`config.mk`:
```
export PLATFORM = sky130hd
export DESIGN_NAME = ocp_slave_mem_flat
export DESIGN_NICKNAME = d
export VERILOG_FILES = /design/src/rtl/ocp_slave_mem_pkg.sv /design/src/rtl/ocp_slave_mem_if.sv /design/src/rtl/ocp_slave_mem_array.sv /design/src/rtl/ocp_slave_mem.sv /design/src/flat_wrapper.sv
export SDC_FILE = /design/constraint.sdc
export NUM_CORES = 1
export LEC_CHECK = 0
export CAP_MARGIN = 25
export CORE_UTILIZATION = 35
export DETAILED_ROUTE_END_ITERATION = 10
export PLACE_DENSITY = 0.52
export SLEW_MARGIN = 10
export SYNTH_ARGS = -nofsm -noshare
export SYNTH_HDL_FRONTEND = slang
export SYNTH_SLANG_ARGS = --single-unit
```
`constraint.sdc`:
```
create_clock -name clk -period 3.8 [get_ports clk]
set_clock_uncertainty 0.05 [all_clocks]
set_input_delay 0.38 -clock clk [delete_from_list [all_inputs] [get_ports clk]]
set_output_delay 0.38 -clock clk [all_outputs]
set_load 0.1 [all_outputs]
```
`src/rtl/ocp_slave_mem_pkg.sv`:
```
// Shared OCP encodings for the single-outstanding-transaction memory slave:
// command, response and burst codes plus the slave FSM state type.
package ocp_pkg;

    typedef enum logic [2:0] {
        CMD_IDLE = 3'b000,
        CMD_WR   = 3'b001,
        CMD_RD   = 3'b010
    } cmd_e;

    typedef enum logic [1:0] {
        RESP_NULL = 2'b00,
        RESP_DVA  = 2'b01,
        RESP_ERR  = 2'b11
    } resp_e;

    typedef enum logic [2:0] {
        BSEQ_INCR = 3'b000
    } bseq_e;

    typedef enum logic [1:0] {
        ST_IDLE,
        ST_WDATA,
        ST_WRESP,
        ST_RDRESP
    } state_e;

endpackage

```
`src/rtl/ocp_slave_mem_if.sv`:
```
// OCP request/data/response bundle between a master and the memory slave.
interface ocp_slave_mem_if #(
    parameter int TAGI_WIDTH = 5,
    parameter int INFO_WIDTH = 4,
    parameter int BLEN_WIDTH = 4,
    parameter int DATA_WIDTH = 32,
    parameter int ADDR_WIDTH = 5
);
    logic [ADDR_WIDTH-1:0]   m_addr;
    logic [BLEN_WIDTH-1:0]   m_burst_length;
    logic [2:0]              m_burst_seq;
    logic [DATA_WIDTH/8-1:0] m_byteen;
    logic [2:0]              m_cmd;
    logic [DATA_WIDTH-1:0]   m_data;
    logic [DATA_WIDTH/8-1:0] m_data_byteen;
    logic                    m_data_last;
    logic [TAGI_WIDTH-1:0]   m_data_tagid;
    logic                    m_data_valid;
    logic [INFO_WIDTH-1:0]   m_req_info;
    logic                    m_resp_accept;
    logic [TAGI_WIDTH-1:0]   m_tagid;
    logic                    s_cmd_accept;
    logic [DATA_WIDTH-1:0]   s_data;
    logic                    s_data_accept;
    logic [1:0]              s_resp;
    logic                    s_resp_last;
    logic [TAGI_WIDTH-1:0]   s_tagid;

    modport slave (
        input  m_addr, m_burst_length, m_burst_seq, m_byteen, m_cmd, m_data,
               m_data_byteen, m_data_last, m_data_tagid, m_data_valid,
               m_req_info, m_resp_accept, m_tagid,
        output s_cmd_accept, s_data, s_data_accept, s_resp, s_resp_last, s_tagid
    );

    modport master (
        output m_addr, m_burst_length, m_burst_seq, m_byteen, m_cmd, m_data,
               m_data_byteen, m_data_last, m_data_tagid, m_data_valid,
               m_req_info, m_resp_accept, m_tagid,
        input  s_cmd_accept, s_data, s_data_accept, s_resp, s_resp_last, s_tagid
    );

endinterface

```
`src/rtl/ocp_slave_mem_array.sv`:
```
// Word-addressed storage with a byte-enabled synchronous write port and an
// asynchronous read port. Deliberately has no reset so contents survive rst.
module ocp_mem_array #(
    parameter int ADDR_WIDTH = 5,
    parameter int DATA_WIDTH = 32
) (
    input  logic                    clk,
    input  logic                    i_we,
    input  logic [ADDR_WIDTH-1:0]   i_waddr,
    input  logic [DATA_WIDTH-1:0]   i_wdata,
    input  logic [DATA_WIDTH/8-1:0] i_wbe,
    input  logic [ADDR_WIDTH-1:0]   i_raddr,
    output logic [DATA_WIDTH-1:0]   o_rdata
);

    logic [DATA_WIDTH-1:0] r_mem [2**ADDR_WIDTH];

    always_ff @(posedge clk) begin
        if (i_we) begin
            for (int b = 0; b < DATA_WIDTH/8; b++) begin
                if (i_wbe[b]) begin
                    r_mem[i_waddr][b*8 +: 8] <= i_wdata[b*8 +: 8];
                end
            end
        end
    end

    assign o_rdata = r_mem[i_raddr];

endmodule

```
`src/rtl/ocp_slave_mem.sv`:
```
// OCP burst memory slave: one transaction in flight, INCR bursts wrap modulo
// the memory depth, responses are registered and held until accepted.
module ocp_slave_mem
    import ocp_pkg::*;
#(
    parameter int TAGI_WIDTH = 5,
    parameter int INFO_WIDTH = 4,
    parameter int BLEN_WIDTH = 4,
    parameter int DATA_WIDTH = 32,
    parameter int ADDR_WIDTH = 5
) (
    input logic            clk,
    input logic            rst,
    ocp_slave_mem_if.slave bus
);

    localparam logic [BLEN_WIDTH-1:0] BLEN_ONE = BLEN_WIDTH'(1);

    state_e                  r_state, w_nextState;
    logic [ADDR_WIDTH-1:0]   r_addr, w_nextAddr;
    logic [BLEN_WIDTH-1:0]   r_lastIdx, w_nextLastIdx;
    logic [BLEN_WIDTH-1:0]   r_beat, w_nextBeat;
    logic [TAGI_WIDTH-1:0]   r_tag, w_nextTag;
    logic [2:0]              r_bseq, w_nextBseq;
    logic [1:0]              r_resp, w_nextResp;
    logic                    r_respLast, w_nextRespLast;
    logic [DATA_WIDTH-1:0]   r_data, w_nextData;
    logic [TAGI_WIDTH-1:0]   r_tagid, w_nextTagid;
    logic                    w_memWe;
    logic [ADDR_WIDTH-1:0]   w_memWaddr;
    logic [ADDR_WIDTH-1:0]   w_memRaddr;
    logic [DATA_WIDTH-1:0]   w_memRdata;
    logic                    w_bseqOk;
    logic                    w_unusedInputs;

    assign w_unusedInputs = ^{bus.m_byteen, bus.m_req_info};
    assign w_bseqOk       = (r_bseq == BSEQ_INCR);
    assign w_memWaddr     = r_addr + ADDR_WIDTH'(r_beat);

    // Read port looks ahead: the first beat of a read is loaded from the
    // incoming address, later beats from the word after the one on the bus.
    always_comb begin
        w_memRaddr = r_addr + ADDR_WIDTH'(r_beat + BLEN_ONE);
        if (r_state == ST_IDLE) begin
            w_memRaddr = bus.m_addr;
        end
    end

    ocp_mem_array #(
        .ADDR_WIDTH(ADDR_WIDTH),
        .DATA_WIDTH(DATA_WIDTH)
    ) u_mem (
        .clk     (clk),
        .i_we    (w_memWe),
        .i_waddr (w_memWaddr),
        .i_wdata (bus.m_data),
        .i_wbe   (bus.m_data_byteen),
        .i_raddr (w_memRaddr),
        .o_rdata (w_memRdata)
    );

    always_comb begin
        w_nextState    = r_state;
        w_nextAddr     = r_addr;
        w_nextLastIdx  = r_lastIdx;
        w_nextBeat     = r_beat;
        w_nextTag      = r_tag;
        w_nextBseq     = r_bseq;
        w_nextResp     = r_resp;
        w_nextRespLast = r_respLast;
        w_nextData     = r_data;
        w_nextTagid    = r_tagid;
        w_memWe        = 1'b0;

        unique case (r_state)
            ST_IDLE: begin
                if (bus.m_cmd != CMD_IDLE) begin
                    w_nextAddr    = bus.m_addr;
                    w_nextLastIdx = (bus.m_burst_length == '0) ? '0
                                    : bus.m_burst_length - BLEN_ONE;
                    w_nextBeat    = '0;
                    w_nextTag     = bus.m_tagid;
                    w_nextBseq    = bus.m_burst_seq;
                    w_nextTagid   = bus.m_tagid;
                    if (bus.m_cmd == CMD_WR) begin
                        w_nextState = ST_WDATA;
                    end else if (bus.m_cmd == CMD_RD) begin
                        w_nextState = ST_RDRESP;
                        if (bus.m_burst_seq == BSEQ_INCR) begin
                            w_nextResp     = RESP_DVA;
                            w_nextData     = w_memRdata;
                            w_nextRespLast = (bus.m_burst_length <= BLEN_ONE);
                        end else begin
                            w_nextResp     = RESP_ERR;
                            w_nextData     = '0;
                            w_nextRespLast = 1'b1;
                        end
                    end else begin
                        w_nextState    = ST_WRESP;
                        w_nextResp     = RESP_ERR;
                        w_nextData     = '0;
                        w_nextRespLast = 1'b1;
                    end
                end
            end
            ST_WDATA: begin
                // Beats for another tag are invisible: no write, no count.
                if (bus.m_data_valid && (bus.m_data_tagid == r_tag)) begin
                    w_memWe    = w_bseqOk;
                    w_nextBeat = r_beat + BLEN_ONE;
                    if ((r_beat == r_lastIdx) || bus.m_data_last) begin
                        w_nextState    = ST_WRESP;
                        w_nextResp     = w_bseqOk ? RESP_DVA : RESP_ERR;
                        w_nextRespLast = 1'b1;
                        w_nextData     = '0;
                        w_nextTagid    = r_tag;
                    end
                end
            end
            ST_WRESP: begin
                if (bus.m_resp_accept) begin
                    w_nextState    = ST_IDLE;
                    w_nextResp     = RESP_NULL;
                    w_nextRespLast = 1'b0;
                    w_nextData     = '0;
                end
            end
            ST_RDRESP: begin
                if (bus.m_resp_accept) begin
                    if (r_respLast) begin
                        w_nextState    = ST_IDLE;
                        w_nextResp     = RESP_NULL;
                        w_nextRespLast = 1'b0;
                        w_nextData     = '0;
                    end else begin
                        w_nextBeat     = r_beat + BLEN_ONE;
                        w_nextData     = w_memRdata;
                        w_nextRespLast = ((r_beat + BLEN_ONE) == r_lastIdx);
                    end
                end
            end
            default: w_nextState = ST_IDLE;
        endcase
    end

    always_ff @(posedge clk) begin
        if (rst) begin
            r_state    <= ST_IDLE;
            r_addr     <= '0;
            r_lastIdx  <= '0;
            r_beat     <= '0;
            r_tag      <= '0;
            r_bseq     <= '0;
            r_resp     <= RESP_NULL;
            r_respLast <= 1'b0;
            r_data     <= '0;
            r_tagid    <= '0;
        end else begin
            r_state    <= w_nextState;
            r_addr     <= w_nextAddr;
            r_lastIdx  <= w_nextLastIdx;
            r_beat     <= w_nextBeat;
            r_tag      <= w_nextTag;
            r_bseq     <= w_nextBseq;
            r_resp     <= w_nextResp;
            r_respLast <= w_nextRespLast;
            r_data     <= w_nextData;
            r_tagid    <= w_nextTagid;
        end
    end

    assign bus.s_cmd_accept  = (r_state == ST_IDLE);
    assign bus.s_data_accept = (r_state == ST_WDATA);
    assign bus.s_resp        = r_resp;
    assign bus.s_resp_last   = r_respLast;
    assign bus.s_data        = r_data;
    assign bus.s_tagid       = r_tagid;

endmodule

```
`src/flat_wrapper.sv`:
```
// flat-port wrapper written by rule: the top's interface ports become plain ports
module ocp_slave_mem_flat import ocp_pkg::*;
#(
    parameter int TAGI_WIDTH = 5,
    parameter int INFO_WIDTH = 4,
    parameter int BLEN_WIDTH = 4,
    parameter int DATA_WIDTH = 32,
    parameter int ADDR_WIDTH = 5
)
  (clk, rst, bus_m_addr, bus_m_burst_length, bus_m_burst_seq, bus_m_byteen, bus_m_cmd, bus_m_data, bus_m_data_byteen, bus_m_data_last, bus_m_data_tagid, bus_m_data_valid, bus_m_req_info, bus_m_resp_accept, bus_m_tagid, bus_s_cmd_accept, bus_s_data, bus_s_data_accept, bus_s_resp, bus_s_resp_last, bus_s_tagid);
  ocp_slave_mem_if #(.TAGI_WIDTH(TAGI_WIDTH), .INFO_WIDTH(INFO_WIDTH), .BLEN_WIDTH(BLEN_WIDTH), .DATA_WIDTH(DATA_WIDTH), .ADDR_WIDTH(ADDR_WIDTH)) bus_i ();
  input logic clk;
  input logic rst;
  input wire logic [$bits(bus_i.m_addr)-1:0] bus_m_addr;
  input wire logic [$bits(bus_i.m_burst_length)-1:0] bus_m_burst_length;
  input wire logic [$bits(bus_i.m_burst_seq)-1:0] bus_m_burst_seq;
  input wire logic [$bits(bus_i.m_byteen)-1:0] bus_m_byteen;
  input wire logic [$bits(bus_i.m_cmd)-1:0] bus_m_cmd;
  input wire logic [$bits(bus_i.m_data)-1:0] bus_m_data;
  input wire logic [$bits(bus_i.m_data_byteen)-1:0] bus_m_data_byteen;
  input wire logic [$bits(bus_i.m_data_last)-1:0] bus_m_data_last;
  input wire logic [$bits(bus_i.m_data_tagid)-1:0] bus_m_data_tagid;
  input wire logic [$bits(bus_i.m_data_valid)-1:0] bus_m_data_valid;
  input wire logic [$bits(bus_i.m_req_info)-1:0] bus_m_req_info;
  input wire logic [$bits(bus_i.m_resp_accept)-1:0] bus_m_resp_accept;
  input wire logic [$bits(bus_i.m_tagid)-1:0] bus_m_tagid;
  output wire logic [$bits(bus_i.s_cmd_accept)-1:0] bus_s_cmd_accept;
  output wire logic [$bits(bus_i.s_data)-1:0] bus_s_data;
  output wire logic [$bits(bus_i.s_data_accept)-1:0] bus_s_data_accept;
  output wire logic [$bits(bus_i.s_resp)-1:0] bus_s_resp;
  output wire logic [$bits(bus_i.s_resp_last)-1:0] bus_s_resp_last;
  output wire logic [$bits(bus_i.s_tagid)-1:0] bus_s_tagid;
  assign bus_i.m_addr = bus_m_addr;
  assign bus_i.m_burst_length = bus_m_burst_length;
  assign bus_i.m_burst_seq = bus_m_burst_seq;
  assign bus_i.m_byteen = bus_m_byteen;
  assign bus_i.m_cmd = bus_m_cmd;
  assign bus_i.m_data = bus_m_data;
  assign bus_i.m_data_byteen = bus_m_data_byteen;
  assign bus_i.m_data_last = bus_m_data_last;
  assign bus_i.m_data_tagid = bus_m_data_tagid;
  assign bus_i.m_data_valid = bus_m_data_valid;
  assign bus_i.m_req_info = bus_m_req_info;
  assign bus_i.m_resp_accept = bus_m_resp_accept;
  assign bus_i.m_tagid = bus_m_tagid;
  assign bus_s_cmd_accept = bus_i.s_cmd_accept;
  assign bus_s_data = bus_i.s_data;
  assign bus_s_data_accept = bus_i.s_data_accept;
  assign bus_s_resp = bus_i.s_resp;
  assign bus_s_resp_last = bus_i.s_resp_last;
  assign bus_s_tagid = bus_i.s_tagid;
  ocp_slave_mem #(.TAGI_WIDTH(TAGI_WIDTH), .INFO_WIDTH(INFO_WIDTH), .BLEN_WIDTH(BLEN_WIDTH), .DATA_WIDTH(DATA_WIDTH), .ADDR_WIDTH(ADDR_WIDTH)) u_core (.clk(clk), .rst(rst), .bus(bus_i));
endmodule
```
Word level (Yosys, flattened, before mapping)
Memory sizes are Yosys's and may differ from the RTL's.
Cells that the tools add are included.
Word-level totals
  bits in registers: 63
  bits in writable memories: 1024
  output and inout bits: 42
  logic and storage cells: 110
  input port bits: 74
  memories: 1
Cells by class
  reductions and logical operators: 15
  order comparisons: 1
  equal/unequal tests: 16
  $add $sub $neg: 5
  multiplexer cells: 62
Memories
  u_core.u_mem.r_mem: depth 32, width 32, read ports 1, clocked after Yosys merged registers in 0, wr ports 1, line ocp_slave_mem_array.sv:16  | logic [DATA_WIDTH-1:0] r_mem [2**ADDR_WIDTH];
Operator list (count)
  $mux 32: 9
  $pmux 32 s4: 1
  $mux 2: 14
  $mux 1: 24
  $mux 4: 5
  $mux 5: 4
  $pmux 2 s4: 2
  $pmux 4 s3: 1
  $reduce_and 6->1: 2
  $pmux 5 s2: 1
  $eq 4x4->1: 2
  $ne 2x1->1 const B: 4
  $ne 2x2->1 const B: 4
  $reduce_and 7->1: 1
  $logic_not 3->1: 2
  $reduce_bool 3->1: 2
  $add 4x1->5 const B: 1
  $add 5x4->5: 1
  $add 5x5->5: 1
  $eq 5x5->1: 1
  $reduce_and 5->1: 1
  $add 4x1->4 const B: 1
  $eq 2x2->1 const B: 2
  $le 4x1->1 const B: 1
  other kinds (12): 12

Longest topological paths before layout
An unclocked memory read counts as a cell.
  depth after elaboration: 9
  gate-level depth with buffers: 14
  depth with buffers taken out: 11

Modules after synthesis
From an unflattened synthesis, not the netlist that was laid out.
Second synthesis, totals
  cells, all modules: 2745
  area, all modules: 43439.2 µm²
By module, submodules not included
  ocp_mem_array: instances 1, seq. area each 30749.5 µm², cells an instance 2374, area each 40386.2 µm²
  ocp_slave_mem: instances 1, seq. area each 1261.2 µm², cells an instance 371, area each 3052.9 µm²

Worst setup path before layout
No wires, ideal clock.
  kind: register to register
  from: register u_core.r_beat[0]
  to: register u_core.r_data[0], in the netlist u_core.bus.s_data[0]
  period minus slack after synthesis: 2803 ps
  path buffers: 2
  stages on the path, launching flop included: 14
  arrival: 2633 ps
  setup slack: 997 ps
  setup time: 120 ps
  cells stage by stage: dfxtp_1 > inv_1 > ha_1 > inv_1 > fa_1 > xnor2_1 > a21oi_1 > buf_2 > buf_1 > mux4_2 > nand2_1 > nand3_1 > a32oi_1 > nand2_1
Between the ends
  longest elaborated chain between the ends: 9
  elaborated cells on any way between the ends: 15
RTL lines
  start, declared: line ocp_slave_mem.sv:22  | logic [BLEN_WIDTH-1:0] r_beat, w_nextBeat;
  start signal, assigned: line ocp_slave_mem.sv:162  | r_beat <= w_nextBeat;
  $add 4x1->5: line ocp_slave_mem.sv:43  | w_memRaddr = r_addr + ADDR_WIDTH'(r_beat + BLEN_ONE);
  $add 5x5->5: line ocp_slave_mem.sv:43
  $mux 5: line ocp_slave_mem.sv:44  | if (r_state == ST_IDLE) begin
  $mem_v2 32x32
  $mux 32: line ocp_slave_mem.sv:89  | if (bus.m_burst_seq == BSEQ_INCR) begin
  $mux 32: line ocp_slave_mem.sv:87  | end else if (bus.m_cmd == CMD_RD) begin
  $mux 32: line ocp_slave_mem.sv:85  | if (bus.m_cmd == CMD_WR) begin
  $mux 32: line ocp_slave_mem.sv:77  | if (bus.m_cmd != CMD_IDLE) begin
  $pmux 32 s4: line ocp_slave_mem.sv:75  | unique case (r_state)
  end signal, assigned: line ocp_slave_mem.sv:167  | r_data <= w_nextData;
  end, declared: line ocp_slave_mem.sv:27  | logic [DATA_WIDTH-1:0] r_data, w_nextData;
Several ways; a longest one is shown, not always the timed one. The select of a mux whose other input is x is not followed.
A chain may end at the register's enable or synchronous reset.

Final worst setup path
  from: register u_core.r_beat[0]
  to: register u_core.r_data[19], in the netlist u_core.bus.s_data[19]
Same word-level chain as after synthesis.

==> impl_results.rst <==
.. list-table::
   :header-rows: 1

   * - Metric
     - Value
   * - Buffers on Ports
     - approximately 110
   * - RSZ-0062 raised after global routing
     - no
   * - Total length of routed met2 wires
     - 57500 um
   * - Initial core utilization
     - 35.4%
   * - Number of instances in the placed design
     - 4615
   * - Final hold violation count
     - 0
   * - Total Routed Length
     - 120000 um
   * - Routed length on met3
     - 7210 um
   * - Transition time at the pin with the least slew margin
     - 1.08 ns
   * - Setup crit start kind
     - register
   * - Data arrival time of the worst path
     - 3.80 ns
   * - Number of global-route vias before repair
     - 26418
   * - Post-cts gate resize count
     - 0
   * - Detailed-router iteration count before antenna repair
     - 10
   * - HPWL Detailed
     - 74300 um
   * - Sort of element at the end of the critical path
     - register
   * - Share of the synthesized area in the top cell type
     - a little over two thirds
   * - Status
     - finished with violations
   * - Worst-path fanout max
     - 26
   * - Top-level port count
     - 116
   * - Chip height
     - roughly 360 um
   * - Number of nets produced by synthesis
     - 2935
   * - Die area
     - 127000 um2
   * - # DRC
     - 10
   * - R2R Path Start
     - u_core.r_beat[0]
   * - Origin of the worst min-delay path
     - bus_m_burst_seq[0]
   * - Power Density
     - roughly 650 nW/um2
   * - Number of antenna violations at the first check in global routing
     - 8
   * - R2R Setup Slk
     - 0.51 ns
   * - Cell types with the largest area share after synthesis
     - edfxtp_1 (70%), mux4_2 (6.4%), nand2_1 (4.5%)
   * - Count of max-cap constraint violations
     - 0
   * - Critical path required time
     - approximately 4.3 ns
   * - GRT Residual Overflow
     - 0
   * - Non-filler instance count after layout
     - between 4000 and 5000
   * - Die Width
     - about 360 um
   * - Violated checks
     - design-rule violations
   * - Period utilization
     - 86.5%
   * - Total area of sequential cells
     - ~32000 um2
   * - Post-route ant nets
     - 0
   * - Total GRT Usage
     - 18.7%
   * - Sum of negative setup slack
     - 0 ns
   * - Maximum VDD drop
     - about 380 uV
   * - Via count
     - 25891
   * - Max Transition Viols Final
     - 0
   * - Net count of the finished layout
     - about 3200
   * - Vias per std cell
     - 5.36
   * - Synth Cell Area
     - 43900 um2
   * - Area of the core
     - 124000 um2
   * - Gate Count Post-Synth
     - 2853
   * - Top flip-flop cell by instance count after synthesis
     - edfxtp_1
   * - Worst hold path type
     - in -> reg
   * - H-Tree Depth
     - 3
   * - Static leakage
     - 17.2 nW
   * - Max Buffers Root-to-Sink
     - 3
   * - Tmin final
     - around 3.3 ns
   * - Number of buffers created by CTS
     - 114
   * - Global-route wire length before repair
     - 175000 um
   * - Share of final-layout standard cells stronger than drive strength 1
     - 18.2%
   * - Cell taking the most area after synthesis
     - edfxtp_1
   * - Fill cell instance count of the final layout
     - roughly 11000
   * - Launch point of the critical path
     - u_core.r_beat[0]
   * - Area occupied by multi-input gates
     - roughly 11000 um2
   * - Number of cell rows
     - 129
   * - Routability congestion estimate from global placement
     - 0.815
   * - CTS root buffer
     - clkbuf_16
   * - Length of routed wiring on met1
     - 51600 um
   * - Post-CTS Setup Inserts
     - 0
   * - Insertion delay to the later sink of the worst-skew pair
     - 0.70 ns
   * - Number of hold buffers added after CTS
     - 0
   * - Post-synthesis to final-layout area growth
     - 18.7%
   * - Largest net degree at the start of global routing
     - 98
   * - Average wire per standard cell
     - approximately 25 um
   * - Number of synthesized flops with an enable pin
     - 1024
   * - Mean instance size in the synthesized netlist
     - 15.4 um2
   * - Number of distinct library cell variants in the gate-level netlist after synthesis
     - 58
   * - Share of flip-flops with an asynchronous set or reset after synthesis
     - 0%
   * - Setup Viol. Count Final
     - 0
   * - Worst relative slew slack
     - 27.6%
   * - Clock tree from TritonCTS
     - done
   * - Initial DRC Count
     - around 2200
   * - Number of flip-flops and latches in the synthesized netlist
     - 1087
   * - Critical path class
     - reg -> reg
   * - Clk slew on worst S/H paths
     - 0.06 ns
   * - Highest metal layer used by the detailed router
     - met4
   * - Portion of the post-synthesis area used by sequential elements
     - 72.9%
   * - Maximum clock frequency
     - 0.304 GHz
   * - TritonCTS sink count
     - 1087
   * - Yosys warns
     - 0
## cells by family after synthesis
family	count (synthesis)	share of synthesized area, %
muxes	165	7.64
buffers and inverters	225	2.36
xor gates and xnor gates	20	0.399
DFF	1087	72.9
AOI/OAI and AO/OA	509	8.65
and+or+nand+nor	839	7.83
adders and majority gates	8	0.262
## cell type report
cell class	instances	share of cell area, %
clock buffers	156	6.06
well taps	1637	3.93
multi-input cells	1541	21.0
repair buffers	342	6.22
clock inverters	57	1.29
inverters	9	0.0672
flip-flops and latches	1087	61.4
diodes	3	0.0144
## cell usage in the layout, fill, tap and decap left out, types with 17 or more instances in the layout
master	netlist	final
a21boi_0	64	64
a21oi_1	121	120
a32o_1	66	66
a32oi_1	93	93
and3_1	39	38
buf_12	0	24
buf_4	10	206
clkbuf_1	130	28
clkbuf_16	0	115
clkdlybuf4s50_1	0	103
clkinv_1	0	17
dfxtp_1	63	63
edfxtp_1	1024	1024
mux2_4	30	30
mux4_2	124	124
nand2_1	532	531
nand3_1	66	66
nor2_1	160	158
o211ai_1	64	64
o21ai_0	39	39
o32a_1	32	32
## Yosys cell counts (all sizes together) (2+ instances only)
cell type and number:
nand4 3, a32o 66, or2 3, o32a 32, inv 8, nor2b 4, fa 2, edfxtp 1024
clkbuf 132, nor2 160, mux2i 9, and3b 2, mux2 32, a211oi 10, a21o 4, and2 4
a311oi 6, xnor2 9, ha 6, o211ai 64, or3 2, a21oi 121, mux4 124, or4b 2
nand2b 3, and3 39, nand2 533, nor3 13, o311ai 2, a21boi 64, xor2 11, dfxtp 63
o21ai 41, buf 84, nand3 66, a32oi 93
## per-layer routing
metal  track usage [%]  vias up
met4              6.15        0
met2              30.9      756
met5                 0        -
li1                  -    11576
met3              3.27      182
met1              25.1    13377
## critical path, stage by stage, from the launching register on
cell and delay, ns:
dfxtp_1 0.45, inv_1 0.12, ha_1 0.21, inv_1 0.09, fa_1 0.45, o21ai_4 0.12
nand2_8 0.25, buf_12 0.26, buf_12 0.17, a21oi_1 0.12, a32oi_1 0.10, mux2_4 0.29
o211ai_1 0.35, nand2_1 0.10
## metrics by stage
stage                     setup WS [ns]  util [%]  hold WS (ns)  total power [mW]  instance area, um2
after CTS                         0.507      42.0         0.189              34.3               52100
after global routing              0.353      42.0         0.208              35.3               52100
after global placement            0.460      38.8         0.390              22.8               48100
final                             0.511      42.0         0.231              33.9               52100
after detailed placement          0.464      38.9         0.408              22.9               48300
after floorplan                   0.997         -         0.381              19.9               43900
## power breakdown
group | internal, mW | switching (mW)
clock | 6.81 | 4.52
sequential | 13.2 | 0.0973
combinational | 3.64 | 5.70
total | 23.6 | 10.3
## path summary, 6_finish.rpt
kind,endpoint,depth (start not counted)
worst max-delay path,u_core.bus.s_data[19],13
worst min-delay path,u_core.r_bseq[0],3
worst max register to register,u_core.bus.s_data[19],13
worst min register to register,u_core.r_addr[3],2
## flip-flops by register name, indices dropped and copies added (netlist names)
name	flops
u_core.r_state	2
u_core.r_tag	5
u_core.r_lastIdx	4
u_core.bus.s_resp	2
u_core.bus.s_tagid	5
u_core.r_beat	4
u_core.r_addr	5
u_core.r_bseq	3
u_core.bus.s_resp_last	1
u_core.u_mem.r_mem	1024
u_core.bus.s_data	32
No activity file was read; power rests on OpenSTA's default activity.
